### src/rtl/sc_fir_pkg.sv
// Shared constants and types for the stochastic FIR controller slice.
package sc_fir_pkg;

   // Default sample width minus one, tap count and LFSR seed.
   localparam int          N_DEFAULT      = 12;
   localparam int          LENGTH_DEFAULT = 19;
   localparam logic [11:0] SEED_DEFAULT   = 12'hACE;

   // Feedback taps for x^12+x^6+x^4+x+1: register bits 11, 5, 3 and 0.
   localparam logic [11:0] LFSR_TAPS = 12'h829;

   // Controller sequencing: wait for a sample, clear the adder, sweep, present.
   typedef enum logic [1:0] {
      IDLE = 2'd0,
      LOAD = 2'd1,
      RUN  = 2'd2,
      HOLD = 2'd3
   } state_t;

endpackage

### src/rtl/sc_lfsr.sv
// Fibonacci LFSR: shifts left, XOR of the tapped bits enters at bit 0.
// Maximal length only for the 12-bit tap constant in the package.
module sc_lfsr
   import sc_fir_pkg::*;
#(
   parameter int           W    = 12,
   parameter logic [W-1:0] TAPS = LFSR_TAPS
) (
   input  logic         clock,
   input  logic         reset,
   input  logic         load,
   input  logic         enable,
   input  logic [W-1:0] seed,
   output logic [W-1:0] value
);

   // Reset and load both restart the sequence from the seed; enable steps it.
   always_ff @(posedge clock) begin
      // NOTE: non-blocking assignments for all registered state so every flop
      // samples pre-edge values regardless of statement order.
      if (reset || load) begin
         value <= seed;
      end else if (enable) begin
         value <= {value[W-2:0], ^(value & TAPS)};
      end
   end

endmodule

### src/rtl/sc_fir_ctrl.sv
// Stochastic FIR controller: owns the delay line, sequences the external
// hardware adder through one full select sweep per sample and captures its count.
module sc_fir_ctrl
   import sc_fir_pkg::*;
#(
   parameter int           N      = N_DEFAULT,
   parameter int           LENGTH = LENGTH_DEFAULT,
   parameter logic [N-1:0] SEED   = SEED_DEFAULT
) (
   input  logic         clock,
   input  logic         reset,
   input  logic [N:0]   sample_in,
   input  logic         sample_valid,
   output logic         sample_ready,
   output logic [N:0]   taps [LENGTH-1:0],
   output logic         hwa_start,
   output logic [N-1:0] R_y,
   output logic [N-1:0] sel_bits,
   input  logic [N:0]   hwa_out,
   input  logic         hwa_done,
   output logic [N:0]   result,
   output logic         result_valid,
   input  logic         result_ready,
   output logic         busy,
   output logic         err
);

   // Last select value of a sweep; the capture happens in that cycle.
   localparam logic [N-1:0] SEL_LAST = '1;

   state_t state;
   logic   accept;
   logic   lfsr_load;
   logic   lfsr_enable;

   assign sample_ready = (state == IDLE) && !reset;
   assign accept       = sample_valid && sample_ready;
   assign busy         = (state != IDLE);
   assign lfsr_load    = (state == LOAD);
   assign lfsr_enable  = (state == RUN);

   // Random threshold source: restarted from SEED in LOAD, stepped in RUN.
   sc_lfsr #(
      .W    (N),
      .TAPS (LFSR_TAPS)
   ) u_lfsr (
      .clock  (clock),
      .reset  (reset),
      .load   (lfsr_load),
      .enable (lfsr_enable),
      .seed   (SEED),
      .value  (R_y)
   );

   // Delay line: shifts only on an accepted sample, cleared by reset.
   always_ff @(posedge clock) begin
      if (reset) begin
         // NOTE: the delay line is a handful of flops driving the adder directly,
         // so it is cleared on reset; a RAM-style array would be left unreset.
         for (int i = 0; i < LENGTH; i++) begin
            taps[i] <= '0;
         end
      end else if (accept) begin
         taps[0] <= sample_in;
         for (int i = 1; i < LENGTH; i++) begin
            taps[i] <= taps[i-1];
         end
      end
   end

   // Sequencer with registered outputs: start pulse, select sweep, capture,
   // result handshake and sticky protocol error.
   always_ff @(posedge clock) begin
      if (reset) begin
         state        <= IDLE;
         hwa_start    <= 1'b0;
         sel_bits     <= '0;
         result       <= '0;
         result_valid <= 1'b0;
         err          <= 1'b0;
      end else begin
         hwa_start <= 1'b0;
         case (state)
            IDLE: begin
               if (accept) begin
                  hwa_start <= 1'b1;
                  state     <= LOAD;
               end
            end
            LOAD: begin
               sel_bits <= '0;
               state    <= RUN;
            end
            RUN: begin
               if (sel_bits == SEL_LAST) begin
                  // The adder must flag done exactly on the final select.
                  if (!hwa_done) err <= 1'b1;
                  result       <= hwa_out;
                  result_valid <= 1'b1;
                  sel_bits     <= '0;
                  state        <= HOLD;
               end else begin
                  if (hwa_done) err <= 1'b1;
                  sel_bits <= sel_bits + N'(1);
               end
            end
            HOLD: begin
               if (result_ready) begin
                  result_valid <= 1'b0;
                  state        <= IDLE;
               end
            end
            default: state <= IDLE;
         endcase
      end
   end

endmodule

### config.mk
export PLATFORM = sky130hd
export DESIGN_NAME = sc_fir_ctrl
export DESIGN_NICKNAME = d
export VERILOG_FILES = /design/src/rtl/sc_fir_pkg.sv /design/src/rtl/sc_lfsr.sv /design/src/rtl/sc_fir_ctrl.sv
export SDC_FILE = /design/constraint.sdc
export NUM_CORES = 1
export LEC_CHECK = 0
export BUFFER_PORTS_ARGS = -buffer_cell sky130_fd_sc_hd__buf_2
export CAP_MARGIN = 25
export CORE_MARGIN = 10
export CORE_UTILIZATION = 52
export CTS_CLUSTER_DIAMETER = 50
export DETAILED_ROUTE_END_ITERATION = 12
export GPL_ROUTABILITY_DRIVEN = 0
export MAX_ROUTING_LAYER = met4
export PLACE_DENSITY = 0.8
export SETUP_SLACK_MARGIN = 0.3
export SYNTH_ARGS = -nofsm -noshare
export SYNTH_HDL_FRONTEND = slang
export SYNTH_HIERARCHICAL = 1
export SYNTH_SLANG_ARGS = --single-unit
### constraint.sdc
create_clock -name clock -period 2.05 [get_ports clock]
set_input_delay 0.205 -clock clock [delete_from_list [all_inputs] [get_ports clock]]
set_output_delay 0.205 -clock clock [all_outputs]
set_load 0.005 [all_outputs]
Yosys cells after proc, flatten, opt, wreduce, memory -nomap -nowiden --
Cells that the tools add are included. W data, S select, Z words.
Word-level totals: register bits after elaboration 289, input bits 31, output and inout bits 289, word-level logic and storage cells 64
Cells by class: add/subtract/negate cells 1, equal/unequal tests 8, muxes and demuxes 13, bitwise operators 1, reduce and logical (&&, ||, !) cells 15
Operators by type and width (number):
- $pmux W12 S2 | 1
- $add A12 B1 Y12 const B | 1
- $eq A12 B12 Y1 const B | 1
- $mux W12 | 1
- $reduce_xor A12 Y1 | 1
- $reduce_and A3 Y1 | 3
- $pmux W2 S4 | 1
- $reduce_bool A2 Y1 | 4
- $mux W1 | 6
- $mux W2 | 3
- $ne A2 B2 Y1 const B | 3
- $eq A2 B2 Y1 const B | 2
- $eq A2 B1 Y1 const B | 1
- $logic_and A1 B1 Y1 | 2
- $logic_not A2 Y1 | 1
- $ne A2 B1 Y1 const B | 1
- $pmux W1 S2 | 1
- $reduce_and A2 Y1 | 1
- $reduce_or A2 Y1 | 1
- $logic_not A1 Y1 | 1
- $logic_or A1 B1 Y1 | 1
- $not A1 Y1 | 1

Logic depth before layout (Yosys ltp) --
Gate-level depths: netlist (run 1).
depth after elaboration 5, mapped depth 10, depth with buffers taken out 6

Modules after synthesis --
The synthesis (run 1) kept the hierarchy.
By module, submodules not included:
- sc_fir_ctrl | times used 1, cells an instance 1211, area each 10401.2 sq um, seq. area each 5545.3 sq um
- sc_lfsr | times used 1, cells an instance 31, area each 588.1 sq um, seq. area each 360.3 sq um

Least setup slack after synthesis (run 1) --
Ideal clock, no wire load.
kind register -> register, from register state[0], to register taps[117] (netlist name), arrival 1.668 ns, data required time 1.922 ns, setup slack 0.254 ns, cell stages (with the launch flop) 11, path buffers 4, period minus slack after synthesis 1.796 ns, cells stage by stage dfxtp_1 > inv_1 > ha_1 > nor2b_2 > and2_1 > buf_4 > buf_4 > buf_2 > buf_4 > nand2_1 > o21ai_0
On the way: word-level cells in the longest chain between the ends 3
RTL lines:
- start, declared | line sc_fir_ctrl.sv:31 | state_t state;
- start signal, assigned | line sc_fir_ctrl.sv:75 | state <= IDLE;
- start signal, assigned | line sc_fir_ctrl.sv:87 | state <= LOAD;
- start signal, assigned | line sc_fir_ctrl.sv:92 | state <= RUN;
- $logic_not A2 Y1 | line sc_fir_ctrl.sv:36 | assign sample_ready = (state == IDLE) && !reset;
- $logic_and A1 B1 Y1 | line sc_fir_ctrl.sv:36
- net sample_ready | line sc_fir_ctrl.sv:14 | output logic sample_ready,
- $logic_and A1 B1 Y1 | line sc_fir_ctrl.sv:37 | assign accept = sample_valid && sample_ready;
- end signal, assigned by index | line sc_fir_ctrl.sv:66 | taps[i] <= taps[i-1];
- end, declared | line sc_fir_ctrl.sv:15 | output logic [N:0] taps [LENGTH-1:0],
The timed path passes the listed nets, and every way through them passes these cells. A chain may end at the register's enable or synchronous reset.

Worst setup path after layout (run 1) --
from register state[1], to register sel_bits[10]
On the way: word-level cells in the longest chain between the ends 2, elaborated cells between the ends (all ways) 4
RTL lines:
- $eq A2 B2 Y1 / $eq A2 B1 Y1 (equally long branches) | line sc_fir_ctrl.sv:83 | case (state)
- $pmux W12 S2 / $reduce_bool A2 Y1 (equally long branches)
- end signal, assigned | line sc_fir_ctrl.sv:104 | sel_bits <= sel_bits + N'(1);
- end, declared | line sc_fir_ctrl.sv:18 | output logic [N-1:0] sel_bits,
Parallel ways exist; a longest one is shown, timed or not.

==> flow_results.xml, run 1 <==
<?xml version="1.0" encoding="UTF-8"?>
<metrics>
  <group name="placement">
    <metric name="io_buffer_count" unit="">319</metric>
    <metric name="dp.final_hpwl" unit="um">21300</metric>
  </group>
  <group name="clocking">
    <metric name="clockRootBuffer" unit="">sky130_fd_sc_hd__clkbuf_16</metric>
    <metric name="cts.reportedPaths.clkPinSlew" unit="ns">0.06</metric>
    <metric name="clock_insertion_delay_worst_skew" unit="ns">0.54</metric>
    <metric name="cts_tree" unit="">done</metric>
    <metric name="htreeDepth" unit="">1</metric>
    <metric name="tritoncts_num_sinks" unit="">289</metric>
    <metric name="cts_buffer_count" unit="">30</metric>
    <metric name="clockBufferDepth" unit="">3</metric>
  </group>
  <group name="synthesis">
    <metric name="netlist_top_cells_area" unit="">sky130_fd_sc_hd__dfxtp_1 50%, sky130_fd_sc_hd__nand2b_1 14%, sky130_fd_sc_hd__o21ai_0 11%</metric>
    <metric name="post_synth_inst_count" unit="">1242</metric>
    <metric name="syn_area_per_cell" unit="um2">8.85</metric>
    <metric name="ys_types" unit="">42</metric>
    <metric name="synth_sequential_area_ratio" unit="%">53.7</metric>
    <metric name="seq_cells_post_synth" unit="">289</metric>
    <metric name="post_synth_instance_area" unit="um2">11000</metric>
    <metric name="postSynth.topFlopCell" unit="">sky130_fd_sc_hd__dfxtp_1</metric>
    <metric name="synth_enable_flop_cells" unit="">12</metric>
    <metric name="yosys.area.top_type_share" unit="%">50.5</metric>
    <metric name="synth_top_cell_by_area" unit="">sky130_fd_sc_hd__dfxtp_1</metric>
    <metric name="postSynth.asyncResetShare" unit="%">0</metric>
    <metric name="synthesis.yosys.warnings" unit="">6</metric>
  </group>
  <group name="grt">
    <metric name="number_of_global_route_vias_before_repair" unit="">9238</metric>
    <metric name="globalRoute.totalOverflow" unit="">0</metric>
    <metric name="number_of_antenna_violations_at_the_first_check_in_global_routing" unit="">0</metric>
    <metric name="wire_length_of_the_first_global_routing_pass" unit="um">48400</metric>
    <metric name="grt_max_degree" unit="">163</metric>
    <metric name="gr-usage-all-layers" unit="%">22.3</metric>
  </group>
  <group name="setup_path">
    <metric name="worst-endpoint-required" unit="ns">2.47</metric>
    <metric name="worst_ep_arrival_time" unit="ns">2.25</metric>
    <metric name="path_max_fanout" unit="">7</metric>
    <metric name="r2r-end" unit="">sel_bits[10]</metric>
    <metric name="critPathCapture" unit="">sel_bits[10]</metric>
    <metric name="worst-r2r-cell-count" unit="">6</metric>
    <metric name="register_to_register_setup_slack" unit="ns">0.21</metric>
    <metric name="worst_path_max_delay_cell" unit="">sky130_fd_sc_hd__nor4_1</metric>
    <metric name="r2r-start" unit="">state[1]</metric>
    <metric name="cp-start-kind" unit="">flop</metric>
    <metric name="path_cells" unit="">inv_2, ha_2, nand3_1, nor4_1, xnor2_1, nor2_1</metric>
    <metric name="critPathKind" unit="">flop to flop</metric>
    <metric name="timing.critical_path.from" unit="">state[1]</metric>
    <metric name="sort_of_element_at_the_end_of_the_critical_path" unit="">flop</metric>
    <metric name="critPathMaxStageDelay" unit="ns">0.43</metric>
  </group>
  <group name="floorplan">
    <metric name="placeableCoreArea" unit="um2">20900</metric>
    <metric name="floorplan.initialDensity" unit="%">52.6</metric>
    <metric name="num_io_pins" unit="">320</metric>
    <metric name="cell_row_count" unit="">53</metric>
    <metric name="floorplan.die.height" unit="um">165</metric>
    <metric name="floorplan.die_area" unit="um2">27300</metric>
    <metric name="chip_width" unit="um">165</metric>
  </group>
  <group name="sta">
    <metric name="setup-violations-final" unit="">0</metric>
    <metric name="final-max-slew-violation-count" unit="">0</metric>
    <metric name="worst_hold_slack" unit="ns">0.161</metric>
    <metric name="layout_worst_path_cycle_share" unit="%">89.7</metric>
    <metric name="total_count_of_hold_check_failures_in_the_final_report" unit="">0</metric>
    <metric name="timing.setup.tns" unit="ns">0</metric>
    <metric name="timing.clock.skew" unit="ns">0.0116</metric>
    <metric name="relative_slew_margins" unit="%">43.6</metric>
    <metric name="finalWorstPathRequiredPeriod" unit="ns">1.84</metric>
    <metric name="max_freq" unit="GHz">0.544</metric>
    <metric name="worst-slew-pin-transition" unit="ns">0.847</metric>
    <metric name="grt_setup_unrepaired" unit="">yes</metric>
  </group>
  <group name="routing">
    <metric name="drt_iter0_drc" unit="">796</metric>
    <metric name="detailroute.via_count" unit="">9847</metric>
    <metric name="wl_per_cell" unit="um">18.0</metric>
    <metric name="drc" unit="">0</metric>
    <metric name="route.detailed.vias_per_inst" unit="">5.23</metric>
    <metric name="drt_first_pass_iters" unit="">5</metric>
    <metric name="drt_total_wl" unit="um">33800</metric>
    <metric name="final_antenna_net_count" unit="">0</metric>
  </group>
  <group name="layout">
    <metric name="final_nets" unit="">1620</metric>
    <metric name="area_growth" unit="%">33.4</metric>
    <metric name="antenna_cells_inserted" unit="">0</metric>
    <metric name="drive_above_1_share" unit="%">27.9</metric>
  </group>
  <group name="power_and_ir_drop">
    <metric name="power.clock.fraction" unit="%">39.9</metric>
    <metric name="power.share.combinational" unit="%">17.3</metric>
    <metric name="sequential_power_share" unit="%">42.9</metric>
    <metric name="power-per-cell-area" unit="nW/um2">986</metric>
    <metric name="static-leakage-power" unit="uW">0.00616</metric>
    <metric name="sum_of_internal_switching_and_leakage_power" unit="uW">14500</metric>
    <metric name="net_sw_share" unit="%">26.2</metric>
    <metric name="power.switching" unit="uW">3790</metric>
    <metric name="ir_drop" unit="uV">874</metric>
    <metric name="p_int" unit="uW">10700</metric>
  </group>
  <group name="run_status">
    <metric name="status" unit="">finished clean</metric>
  </group>
  <group name="min_path">
    <metric name="worstHoldPathType" unit="">input port to flop</metric>
  </group>
  <group name="run">
    <metric name="max-cap-violations" unit="">0</metric>
  </group>
</metrics>
## worst min-delay path by stage
stage	from	end	slack, ns	cells after the start
6_report	sample_valid	state[1]	0.16	5
5_1_grt	sample_valid	state[1]	0.15	5
4_1_cts	sample_valid	state[1]	0.13	5
3_5_place_dp	sample_in[2]	taps[2]	0.40	3
3_3_place_gp	sample_in[10]	taps[10]	0.40	3
2_1_floorplan	result_ready	result_valid	0.31	1
## state kept, by name (all words and copies together), names as in the netlist
register and cells:
err 1, hwa_start 1, result 13, result_valid 1
sel_bits 12, state 2, taps 247, u_lfsr/value 12
## logic make-up after synthesis
kind of cell / after synthesis / share of synthesized area [%]
AO/OA/AOI/OAI: 262 / 12.2
buffers and inverters: 95 / 4.36
multiplexers: 25 / 2.68
flip-flops: 289 / 53.7
other: 2 / 0.0683
adder cells (fa/ha/maj): 6 / 0.683
XOR/XNOR: 13 / 1.04
AND/OR/NAND/NOR: 550 / 25.2
## what timing repair did
item                       CTS  global route
hold buffers                28             0
gates resized for setup      5            34
pin swaps                    1             5
cloned                       2             9
buffers inserted             1            11
hold endpoints to repair    28             0
setup endpoints to repair   57           267
## layer usage
metal | up-vias | part of all wire [%] | routed length (um) | global-route usage (%)
met5 | - | 0 | 0 | -
met4 | 0 | 3.5 | 1180 | 7.90
met3 | 80 | 8.3 | 2790 | 5.90
met2 | 391 | 48 | 16300 | 36.5
met1 | 4679 | 40 | 13500 | 26.2
li1 | 4697 | - | - | -
## cell usage in the layout, fill, tap and decap left out, types with 4 or more instances in the layout
cell type and instances:
sky130_fd_sc_hd__dlygate4sd3_1 28, sky130_fd_sc_hd__dfxtp_1 273, sky130_fd_sc_hd__mux2_4 8, sky130_fd_sc_hd__buf_2 318
sky130_fd_sc_hd__o21ai_0 247, sky130_fd_sc_hd__nand2_1 252, sky130_fd_sc_hd__clkbuf_8 7, sky130_fd_sc_hd__buf_16 8
sky130_fd_sc_hd__xnor2_1 10, sky130_fd_sc_hd__nor2_1 26, sky130_fd_sc_hd__edfxtp_1 12, sky130_fd_sc_hd__nand2b_1 248
sky130_fd_sc_hd__clkbuf_16 39, sky130_fd_sc_hd__buf_12 5, sky130_fd_sc_hd__mux2i_1 12, sky130_fd_sc_hd__clkinv_2 8
sky130_fd_sc_hd__conb_1 12, sky130_fd_sc_hd__inv_1 4, sky130_fd_sc_hd__a21oi_1 5, sky130_fd_sc_hd__bufinv_16 4
sky130_fd_sc_hd__buf_4 17
## synth_stat cells, types with 3 or more instances
cell	number
sky130_fd_sc_hd__ha_1	6
sky130_fd_sc_hd__nand2_1	252
sky130_fd_sc_hd__nor2_1	26
sky130_fd_sc_hd__a21oi_1	5
sky130_fd_sc_hd__mux2_4	8
sky130_fd_sc_hd__nor3_1	5
sky130_fd_sc_hd__mux2_2	3
sky130_fd_sc_hd__buf_2	10
sky130_fd_sc_hd__xor2_1	3
sky130_fd_sc_hd__xnor2_1	10
sky130_fd_sc_hd__nand2b_1	248
sky130_fd_sc_hd__o21ai_0	248
sky130_fd_sc_hd__nand3_1	5
sky130_fd_sc_hd__inv_1	6
sky130_fd_sc_hd__mux2i_1	14
sky130_fd_sc_hd__dfxtp_1	277
sky130_fd_sc_hd__edfxtp_1	12
sky130_fd_sc_hd__buf_4	23
sky130_fd_sc_hd__clkbuf_1	53
## power by group through the flow
stage | logic [uW] | clock network (uW) | registers (uW)
2_1_floorplan | 1320 | 0 | 6270
6_report | 2500 | 5770 | 6200
5_1_grt | 2700 | 6080 | 6230
3_3_place_gp | 1900 | 0 | 6280
3_5_place_dp | 1940 | 0 | 6300
4_1_cts | 2090 | 5820 | 6180
## per-stage QoR
step	instance area, um2	setup WS [ns]	std cells	utilization, %
global route	14700	0.0877	1882	70.2
floorplan	11000	0.291	1252	-
finish	14700	0.211	1882	70.2
CTS	14200	0.282	1862	68.1
detailed placement	12800	0.244	1775	61.2
global placement	12800	0.358	1775	61.2
## critical path, delay by kind of cell (launching register included)
kind                       cells  cell delay [ns]
buffers and inverters          1             0.07
DFF                            1             0.38
adders and majority gates      1             0.41
and+or+nand+nor                3             0.64
xor gates and xnor gates       1             0.21
## cell type report
type / instances / area, um2
clock buffers: 41 / 883
clock inverters: 15 / 184
fillers: 1547 / 6230
inverters: 6 / 25.0
multi-input cells: 868 / 4720
flip-flops and latches: 289 / 5920
well taps: 275 / 344
repair buffers: 388 / 2590
No activity file was read; power rests on OpenSTA's default activity.
==> run 2: changes to the inputs <==
--- a/config.mk
+++ b/config.mk
@@ -8,7 +8,7 @@
 export BUFFER_PORTS_ARGS = -buffer_cell sky130_fd_sc_hd__buf_2
 export CAP_MARGIN = 25
 export CORE_MARGIN = 10
-export CORE_UTILIZATION = 52
+export CORE_UTILIZATION = 51
 export CTS_CLUSTER_DIAMETER = 50
 export DETAILED_ROUTE_END_ITERATION = 12
 export GPL_ROUTABILITY_DRIVEN = 0
@@ -17,5 +17,5 @@
 export SETUP_SLACK_MARGIN = 0.3
 export SYNTH_ARGS = -nofsm -noshare
 export SYNTH_HDL_FRONTEND = slang
-export SYNTH_HIERARCHICAL = 1
 export SYNTH_SLANG_ARGS = --single-unit
+export TNS_END_PERCENT = 100
==> flow_results.xml, run 2 <==
<?xml version="1.0" encoding="UTF-8"?>
<metrics>
  <group name="floorplan">
    <metric name="num_io_pins" unit="">320</metric>
    <metric name="placeableCoreArea" unit="um2">19700</metric>
    <metric name="floorplan.die_area" unit="um2">26200</metric>
    <metric name="chip_width" unit="um">162</metric>
    <metric name="cell_row_count" unit="">51</metric>
    <metric name="floorplan.initialDensity" unit="%">52.2</metric>
    <metric name="floorplan.die.height" unit="um">162</metric>
  </group>
  <group name="clocking">
    <metric name="clockRootBuffer" unit="">sky130_fd_sc_hd__clkbuf_16</metric>
    <metric name="cts_buffer_count" unit="">31</metric>
    <metric name="clockBufferDepth" unit="">3</metric>
    <metric name="htreeDepth" unit="">1</metric>
    <metric name="clock_insertion_delay_worst_skew" unit="ns">0.56</metric>
    <metric name="cts_tree" unit="">done</metric>
    <metric name="cts.reportedPaths.clkPinSlew" unit="ns">0.06</metric>
    <metric name="tritoncts_num_sinks" unit="">289</metric>
  </group>
  <group name="layout">
    <metric name="area_growth" unit="%">34.5</metric>
    <metric name="layout_commonest_cell" unit="">sky130_fd_sc_hd__nand2_1</metric>
    <metric name="largest_reg_flops" unit="">247</metric>
    <metric name="final_cell_mix" unit="">476 x sky130_fd_sc_hd__nand2_1, 319 x sky130_fd_sc_hd__buf_2, 285 x sky130_fd_sc_hd__dfxtp_1</metric>
    <metric name="registers_with_the_most_flip_flops" unit="">taps: 247 flops, result: 13 flops</metric>
    <metric name="largest-register" unit="">taps</metric>
    <metric name="final_util" unit="%">70.2</metric>
    <metric name="antenna_cells_inserted" unit="">0</metric>
    <metric name="final_nets" unit="">1617</metric>
    <metric name="drive_above_1_share" unit="%">26.8</metric>
  </group>
  <group name="setup_path">
    <metric name="critPathKind" unit="">flop to flop</metric>
    <metric name="worst-endpoint-required" unit="ns">2.49</metric>
    <metric name="critPathBufInv" unit="">0</metric>
    <metric name="critPathMaxStageDelay" unit="ns">0.68</metric>
    <metric name="sort_of_element_at_the_end_of_the_critical_path" unit="">flop</metric>
    <metric name="worst_path_max_delay_cell" unit="">sky130_fd_sc_hd__or4_4</metric>
    <metric name="cp-start-kind" unit="">flop</metric>
    <metric name="r2r-start" unit="">sel_bits[0]</metric>
    <metric name="path_max_fanout" unit="">7</metric>
    <metric name="critical_path.top_delay_family" unit="">simple AND/OR/NAND/NOR gates</metric>
    <metric name="path_cells" unit="">ha_4, nand4_1, or4_4, mux2i_2, nor2_1</metric>
    <metric name="worst_ep_arrival_time" unit="ns">2.22</metric>
    <metric name="timing.critical_path.from" unit="">sel_bits[0]</metric>
  </group>
  <group name="synthesis">
    <metric name="postSynth.topFlopCell" unit="">sky130_fd_sc_hd__dfxtp_1</metric>
    <metric name="postSynth.asyncResetShare" unit="%">0</metric>
    <metric name="yosys.area.top_type_share" unit="%">56.4</metric>
    <metric name="post_synth_inst_count" unit="">1253</metric>
    <metric name="synth_enable_flop_cells" unit="">0</metric>
    <metric name="synthesis.yosys.warnings" unit="">0</metric>
    <metric name="seq_cells_post_synth" unit="">289</metric>
    <metric name="synth_fp_nets" unit="">1290</metric>
    <metric name="synth_sequential_area_ratio" unit="%">56.4</metric>
    <metric name="synthMostInstantiatedCell" unit="">sky130_fd_sc_hd__nand2_1</metric>
    <metric name="synth_top_cell_by_area" unit="">sky130_fd_sc_hd__dfxtp_1</metric>
    <metric name="post_synth_instance_area" unit="um2">10300</metric>
    <metric name="syn_area_per_cell" unit="um2">8.19</metric>
    <metric name="ys_types" unit="">39</metric>
    <metric name="netlist_top_cells_area" unit="">sky130_fd_sc_hd__dfxtp_1 56%, sky130_fd_sc_hd__nand2_1 17%, sky130_fd_sc_hd__o21ai_1 8.0%</metric>
    <metric name="ys_top_cells_by_count" unit="">476 x sky130_fd_sc_hd__nand2_1, 289 x sky130_fd_sc_hd__dfxtp_1, 165 x sky130_fd_sc_hd__o21ai_1</metric>
  </group>
  <group name="routing">
    <metric name="drc" unit="">0</metric>
    <metric name="detailroute.via_count" unit="">9588</metric>
    <metric name="drt_first_pass_iters" unit="">5</metric>
    <metric name="wl_per_cell" unit="um">17.3</metric>
    <metric name="final_antenna_net_count" unit="">0</metric>
    <metric name="drt_total_wl" unit="um">32300</metric>
    <metric name="route.detailed.vias_per_inst" unit="">5.13</metric>
    <metric name="drt_iter0_drc" unit="">770</metric>
  </group>
  <group name="sta">
    <metric name="timing.clock.skew" unit="ns">0.0138</metric>
    <metric name="total_count_of_hold_check_failures_in_the_final_report" unit="">0</metric>
    <metric name="final-max-slew-violation-count" unit="">0</metric>
    <metric name="relative_slew_margins" unit="%">67.2</metric>
    <metric name="max_freq" unit="GHz">0.561</metric>
    <metric name="grt_setup_unrepaired" unit="">yes</metric>
    <metric name="finalWorstPathRequiredPeriod" unit="ns">1.78</metric>
    <metric name="timing.setup.tns" unit="ns">0</metric>
    <metric name="setup-violations-final" unit="">0</metric>
    <metric name="worst-slew-pin-transition" unit="ns">0.490</metric>
    <metric name="layout_worst_path_cycle_share" unit="%">87.0</metric>
  </group>
  <group name="run">
    <metric name="max-cap-violations" unit="">0</metric>
  </group>
  <group name="power_and_ir_drop">
    <metric name="power-per-cell-area" unit="nW/um2">983</metric>
    <metric name="ir_drop" unit="uV">758</metric>
    <metric name="static-leakage-power" unit="uW">0.00607</metric>
  </group>
  <group name="grt">
    <metric name="wire_length_of_the_first_global_routing_pass" unit="um">48100</metric>
    <metric name="grt_max_degree" unit="">81</metric>
    <metric name="number_of_global_route_vias_before_repair" unit="">9145</metric>
    <metric name="globalRoute.totalOverflow" unit="">0</metric>
    <metric name="gr-usage-all-layers" unit="%">22.6</metric>
    <metric name="number_of_antenna_violations_at_the_first_check_in_global_routing" unit="">0</metric>
  </group>
  <group name="run_status">
    <metric name="status" unit="">finished clean</metric>
  </group>
  <group name="placement">
    <metric name="io_buffer_count" unit="">319</metric>
    <metric name="dp.final_hpwl" unit="um">21600</metric>
  </group>
  <group name="min_path">
    <metric name="timing.hold.worst.start" unit="">result_ready</metric>
    <metric name="worstHoldPathType" unit="">input port to flop</metric>
  </group>
</metrics>
[run 2: changes by cell type after synthesis, moves of 7 or more]
| cell | previous run | this run |
|---|---|---|
| sky130_fd_sc_hd__nand2_1 | 252 | 476 |
| sky130_fd_sc_hd__nand2b_1 | 248 | 33 |
| sky130_fd_sc_hd__o21ai_0 | 248 | 82 |
| sky130_fd_sc_hd__o21ai_1 | 1 | 165 |
| sky130_fd_sc_hd__buf_4 | 23 | 1 |
| sky130_fd_sc_hd__buf_2 | 10 | 30 |
| sky130_fd_sc_hd__dfxtp_1 | 277 | 289 |
| sky130_fd_sc_hd__edfxtp_1 | 12 | 0 |
| sky130_fd_sc_hd__mux2i_1 | 14 | 25 |
| sky130_fd_sc_hd__mux2_4 | 8 | 0 |
| sky130_fd_sc_hd__nor2_1 | 26 | 33 |
| sky130_fd_sc_hd__xnor2_1 | 10 | 3 |
[run 2: final timing paths]
kind / end / slack [ns] / cells past startpoint
worst max-delay path: result[9] / 0.27 / 5
worst min-delay path: result_valid / 0.03 / 4
worst max register to register: result[9] / 0.27 / 5
worst min register to register: taps[235] / 0.46 / 2
[run 2: routing by layer]
layer | vias to the layer above | wire (um) | track usage, %
li1 | 4712 | - | -
met3 | 75 | 2910 | 7.51
met4 | 0 | 1040 | 7.24
met1 | 4426 | 12700 | 25.5
met2 | 375 | 15600 | 37.4
met5 | - | 0 | -
[run 2: worst reg2reg max path, stage by stage, from the launching register on]
cell	delay (ns)
sky130_fd_sc_hd__dfxtp_4	0.37
sky130_fd_sc_hd__ha_4	0.13
sky130_fd_sc_hd__nand4_1	0.18
sky130_fd_sc_hd__or4_4	0.68
sky130_fd_sc_hd__mux2i_2	0.24
sky130_fd_sc_hd__nor2_1	0.07
[run 2: area by class of cell]
class                   instances  area (um2)
well taps                     265         332
fillers                      1521        5850
inverters                       5        26.3
clock buffers                  42         867
multi-input cells             868        4110
repair buffers                385        2550
clock inverters                14         118
flip-flops and latches        289        5800
[run 2: metrics by stage]
step	cells	power [uW]	hold WS (ns)	worst slack, ns	area [um2]
floorplan	1253	7220	0.314	0.306	10300
global placement	1766	7760	0.400	0.361	12100
detailed placement	1766	7800	0.404	0.271	12100
CTS	1851	13200	0.00871	0.286	13400
global route	1868	14000	0.0467	0.203	13800
finish	1868	13600	0.0264	0.267	13800
[run 2: repair_timing]
action | 4_1_cts | 5_1_grt
endpoints found under the hold margin | 27 | 0
hold buffers | 27 | 0
endpoints found under the setup margin | 68 | 201
pin swaps | 1 | 9
gates cloned | 2 | 10
setup buffers | 0 | 7
gates resized for setup | 5 | 18
[run 2: power by group]
part	switching, uW	internal, uW	total [uW]	leakage (uW)
sequential	166	5810	5980	0.00233
clock	2270	3090	5360	0.000481
combinational	1270	958	2230	0.00325
total	3700	9860	13600	0.00607
[run 2: cells by family after synthesis]
group / synth area share [%]
flops: 56.4
fa+ha+maj: 0.732
compound gates: 12.7
simple gates: 22.3
xor+xnor: 1.24
mux: 2.44
buf+inv: 4.26
==> run 3: changes to the inputs <==
--- a/config.mk
+++ b/config.mk
@@ -5,12 +5,12 @@
 export SDC_FILE = /design/constraint.sdc
 export NUM_CORES = 1
 export LEC_CHECK = 0
-export BUFFER_PORTS_ARGS = -buffer_cell sky130_fd_sc_hd__buf_2
 export CAP_MARGIN = 25
 export CORE_MARGIN = 10
-export CORE_UTILIZATION = 51
+export CORE_UTILIZATION = 55
 export CTS_CLUSTER_DIAMETER = 50
 export DETAILED_ROUTE_END_ITERATION = 12
+export DONT_BUFFER_PORTS = 1
 export GPL_ROUTABILITY_DRIVEN = 0
 export MAX_ROUTING_LAYER = met4
 export PLACE_DENSITY = 0.8
==> flow_results.xml, run 3 (synthesis gave the netlist of run 2 again) <==
<?xml version="1.0" encoding="UTF-8"?>
<metrics>
  <group name="setup_path">
    <metric name="critPathMaxStageDelay" unit="ns">0.57</metric>
    <metric name="register_to_register_setup_slack" unit="ns">0.22</metric>
    <metric name="sort_of_element_at_the_end_of_the_critical_path" unit="">flop</metric>
    <metric name="critPathKind" unit="">flop to flop</metric>
    <metric name="path_max_fanout" unit="">6</metric>
    <metric name="critical_path.top_delay_family" unit="">simple AND/OR/NAND/NOR gates</metric>
    <metric name="path_cells" unit="">ha_4, nand4_1, buf_4, or4_4, mux2i_1, nor2_1</metric>
    <metric name="r2r-start" unit="">sel_bits[0]</metric>
    <metric name="worst_path_max_delay_cell" unit="">sky130_fd_sc_hd__or4_4</metric>
    <metric name="worst-endpoint-required" unit="ns">2.48</metric>
    <metric name="critical_path_depth" unit="">6</metric>
    <metric name="critPathBufInv" unit="">1</metric>
    <metric name="worst_ep_arrival_time" unit="ns">2.25</metric>
    <metric name="worst-r2r-cell-count" unit="">6</metric>
    <metric name="cp-start-kind" unit="">flop</metric>
    <metric name="r2r-end" unit="">result[10]</metric>
  </group>
  <group name="routing">
    <metric name="detailroute.via_count" unit="">8511</metric>
    <metric name="route.detailed.vias_per_inst" unit="">5.54</metric>
    <metric name="drc" unit="">0</metric>
    <metric name="final_antenna_net_count" unit="">0</metric>
    <metric name="drt_iter0_drc" unit="">649</metric>
    <metric name="drt_total_wl" unit="um">29900</metric>
    <metric name="drt_first_pass_iters" unit="">6</metric>
    <metric name="wl_per_cell" unit="um">19.5</metric>
  </group>
  <group name="layout">
    <metric name="final_cell_mix" unit="">476 x sky130_fd_sc_hd__nand2_1, 285 x sky130_fd_sc_hd__dfxtp_1, 165 x sky130_fd_sc_hd__o21ai_1</metric>
    <metric name="final_util" unit="%">68.0</metric>
    <metric name="final_nets" unit="">1322</metric>
    <metric name="largest_reg_flops" unit="">247</metric>
    <metric name="largest-register" unit="">taps</metric>
    <metric name="registers_with_the_most_flip_flops" unit="">taps: 247 flops, result: 13 flops</metric>
    <metric name="num-fill-cells" unit="">1404</metric>
    <metric name="layout_commonest_cell" unit="">sky130_fd_sc_hd__nand2_1</metric>
    <metric name="drive_above_1_share" unit="%">8.35</metric>
    <metric name="antenna_cells_inserted" unit="">0</metric>
    <metric name="instances_no_fill" unit="">1535</metric>
    <metric name="area_growth" unit="%">20.2</metric>
  </group>
  <group name="grt">
    <metric name="number_of_antenna_violations_at_the_first_check_in_global_routing" unit="">0</metric>
    <metric name="wire_length_of_the_first_global_routing_pass" unit="um">43600</metric>
    <metric name="gr-usage-all-layers" unit="%">22.4</metric>
    <metric name="grt_max_degree" unit="">66</metric>
    <metric name="globalRoute.totalOverflow" unit="">0</metric>
    <metric name="number_of_global_route_vias_before_repair" unit="">7720</metric>
  </group>
  <group name="clocking">
    <metric name="cts_hold_repair.buffers" unit="">49</metric>
    <metric name="clockRootBuffer" unit="">sky130_fd_sc_hd__clkbuf_16</metric>
    <metric name="cts_tree" unit="">done</metric>
    <metric name="htreeDepth" unit="">1</metric>
    <metric name="tritoncts_num_sinks" unit="">289</metric>
    <metric name="clockBufferDepth" unit="">3</metric>
    <metric name="clock_insertion_delay_worst_skew" unit="ns">0.54</metric>
    <metric name="cts.reportedPaths.clkPinSlew" unit="ns">0.06</metric>
    <metric name="cts_buffer_count" unit="">31</metric>
  </group>
  <group name="sta">
    <metric name="timing.setup.tns" unit="ns">0</metric>
    <metric name="layout_worst_path_cycle_share" unit="%">89.2</metric>
    <metric name="worst-slew-pin-transition" unit="ns">0.487</metric>
    <metric name="final-max-slew-violation-count" unit="">0</metric>
    <metric name="max_freq" unit="GHz">0.547</metric>
    <metric name="relative_slew_margins" unit="%">67.4</metric>
    <metric name="timing.clock.skew" unit="ns">0.0142</metric>
    <metric name="finalWorstPathRequiredPeriod" unit="ns">1.83</metric>
    <metric name="grt_setup_unrepaired" unit="">yes</metric>
    <metric name="setup-violations-final" unit="">0</metric>
    <metric name="worst_hold_slack" unit="ns">-0.243</metric>
    <metric name="total_count_of_hold_check_failures_in_the_final_report" unit="">25</metric>
  </group>
  <group name="power_and_ir_drop">
    <metric name="static-leakage-power" unit="uW">0.00437</metric>
    <metric name="power-per-cell-area" unit="nW/um2">1070</metric>
    <metric name="ir_drop" unit="uV">777</metric>
  </group>
  <group name="min_path">
    <metric name="worstHoldPathType" unit="">input port to flop</metric>
    <metric name="timing.hold.worst.start" unit="">reset</metric>
    <metric name="hold-path-cell-count" unit="">1</metric>
    <metric name="min_to" unit="">result[12]</metric>
  </group>
  <group name="run">
    <metric name="max-cap-violations" unit="">0</metric>
  </group>
  <group name="placement">
    <metric name="post-place-cells" unit="">1418</metric>
    <metric name="io_buffer_count" unit="">0</metric>
    <metric name="dp.final_hpwl" unit="um">19700</metric>
  </group>
  <group name="floorplan">
    <metric name="cell_row_count" unit="">49</metric>
    <metric name="floorplan.die_area" unit="um2">24500</metric>
    <metric name="num_io_pins" unit="">320</metric>
    <metric name="floorplan.die.height" unit="um">157</metric>
    <metric name="chip_width" unit="um">157</metric>
    <metric name="floorplan.initialDensity" unit="%">56.5</metric>
    <metric name="placeableCoreArea" unit="um2">18100</metric>
  </group>
  <group name="run_status">
    <metric name="failing_checks" unit="">hold timing</metric>
    <metric name="status" unit="">complete, but fails checks</metric>
  </group>
</metrics>
[run 3: repair_timing]
item                                   CTS  global route
endpoints found under the hold margin  111            25
setup buffers                            2             3
resized for setup                        8             9
setup endpoints to repair               40           189
pin swaps                                5             3
gates cloned                             1             8
[run 3: power by group]
group / total [uW] / internal (uW) / switching, uW
Clock: 5290 / 3030 / 2260
Combinational: 1860 / 770 / 1090
Sequential: 6050 / 5810 / 237
[run 3: routing by layer]
layer,share of wire [%],global-route usage (%)
met2,49,37.1
met4,2.5,7.19
met1,35,23.0
met3,13,10.9
met5,0,-
[run 3: cell type report]
type	count	area, um2	share of cell area, %
repair buffers	90	1160	9.39
inverters	5	26.3	0.213
well taps	229	287	2.32
multi-input cells	868	4090	33.1
clock buffers	42	877	7.11
clock inverters	12	105	0.852
flip-flops and latches	289	5800	47.0
[run 3: stage by stage]
step / power (uW) / hold slack (ns) / setup WS [ns] / area (um2)
floorplan: 7220 / 0.314 / 0.306 / 10300
global route: 13700 / -0.264 / 0.133 / 12300
finish: 13200 / -0.243 / 0.222 / 12300
detailed placement: 7630 / 0.298 / 0.245 / 10500
CTS: 13000 / -0.271 / 0.285 / 12100
global placement: 7600 / 0.294 / 0.291 / 10500
[run 3: worst max-delay path by stage]
stage,startpoint,to
3_3_place_gp,sel_bits[0],result[3]
6_report,sel_bits[0],result[10]
5_1_grt,sel_bits[0],result[4]
4_1_cts,sel_bits[0],result[12]
3_5_place_dp,sel_bits[0],result[8]
2_1_floorplan,sel_bits[0],result[10]
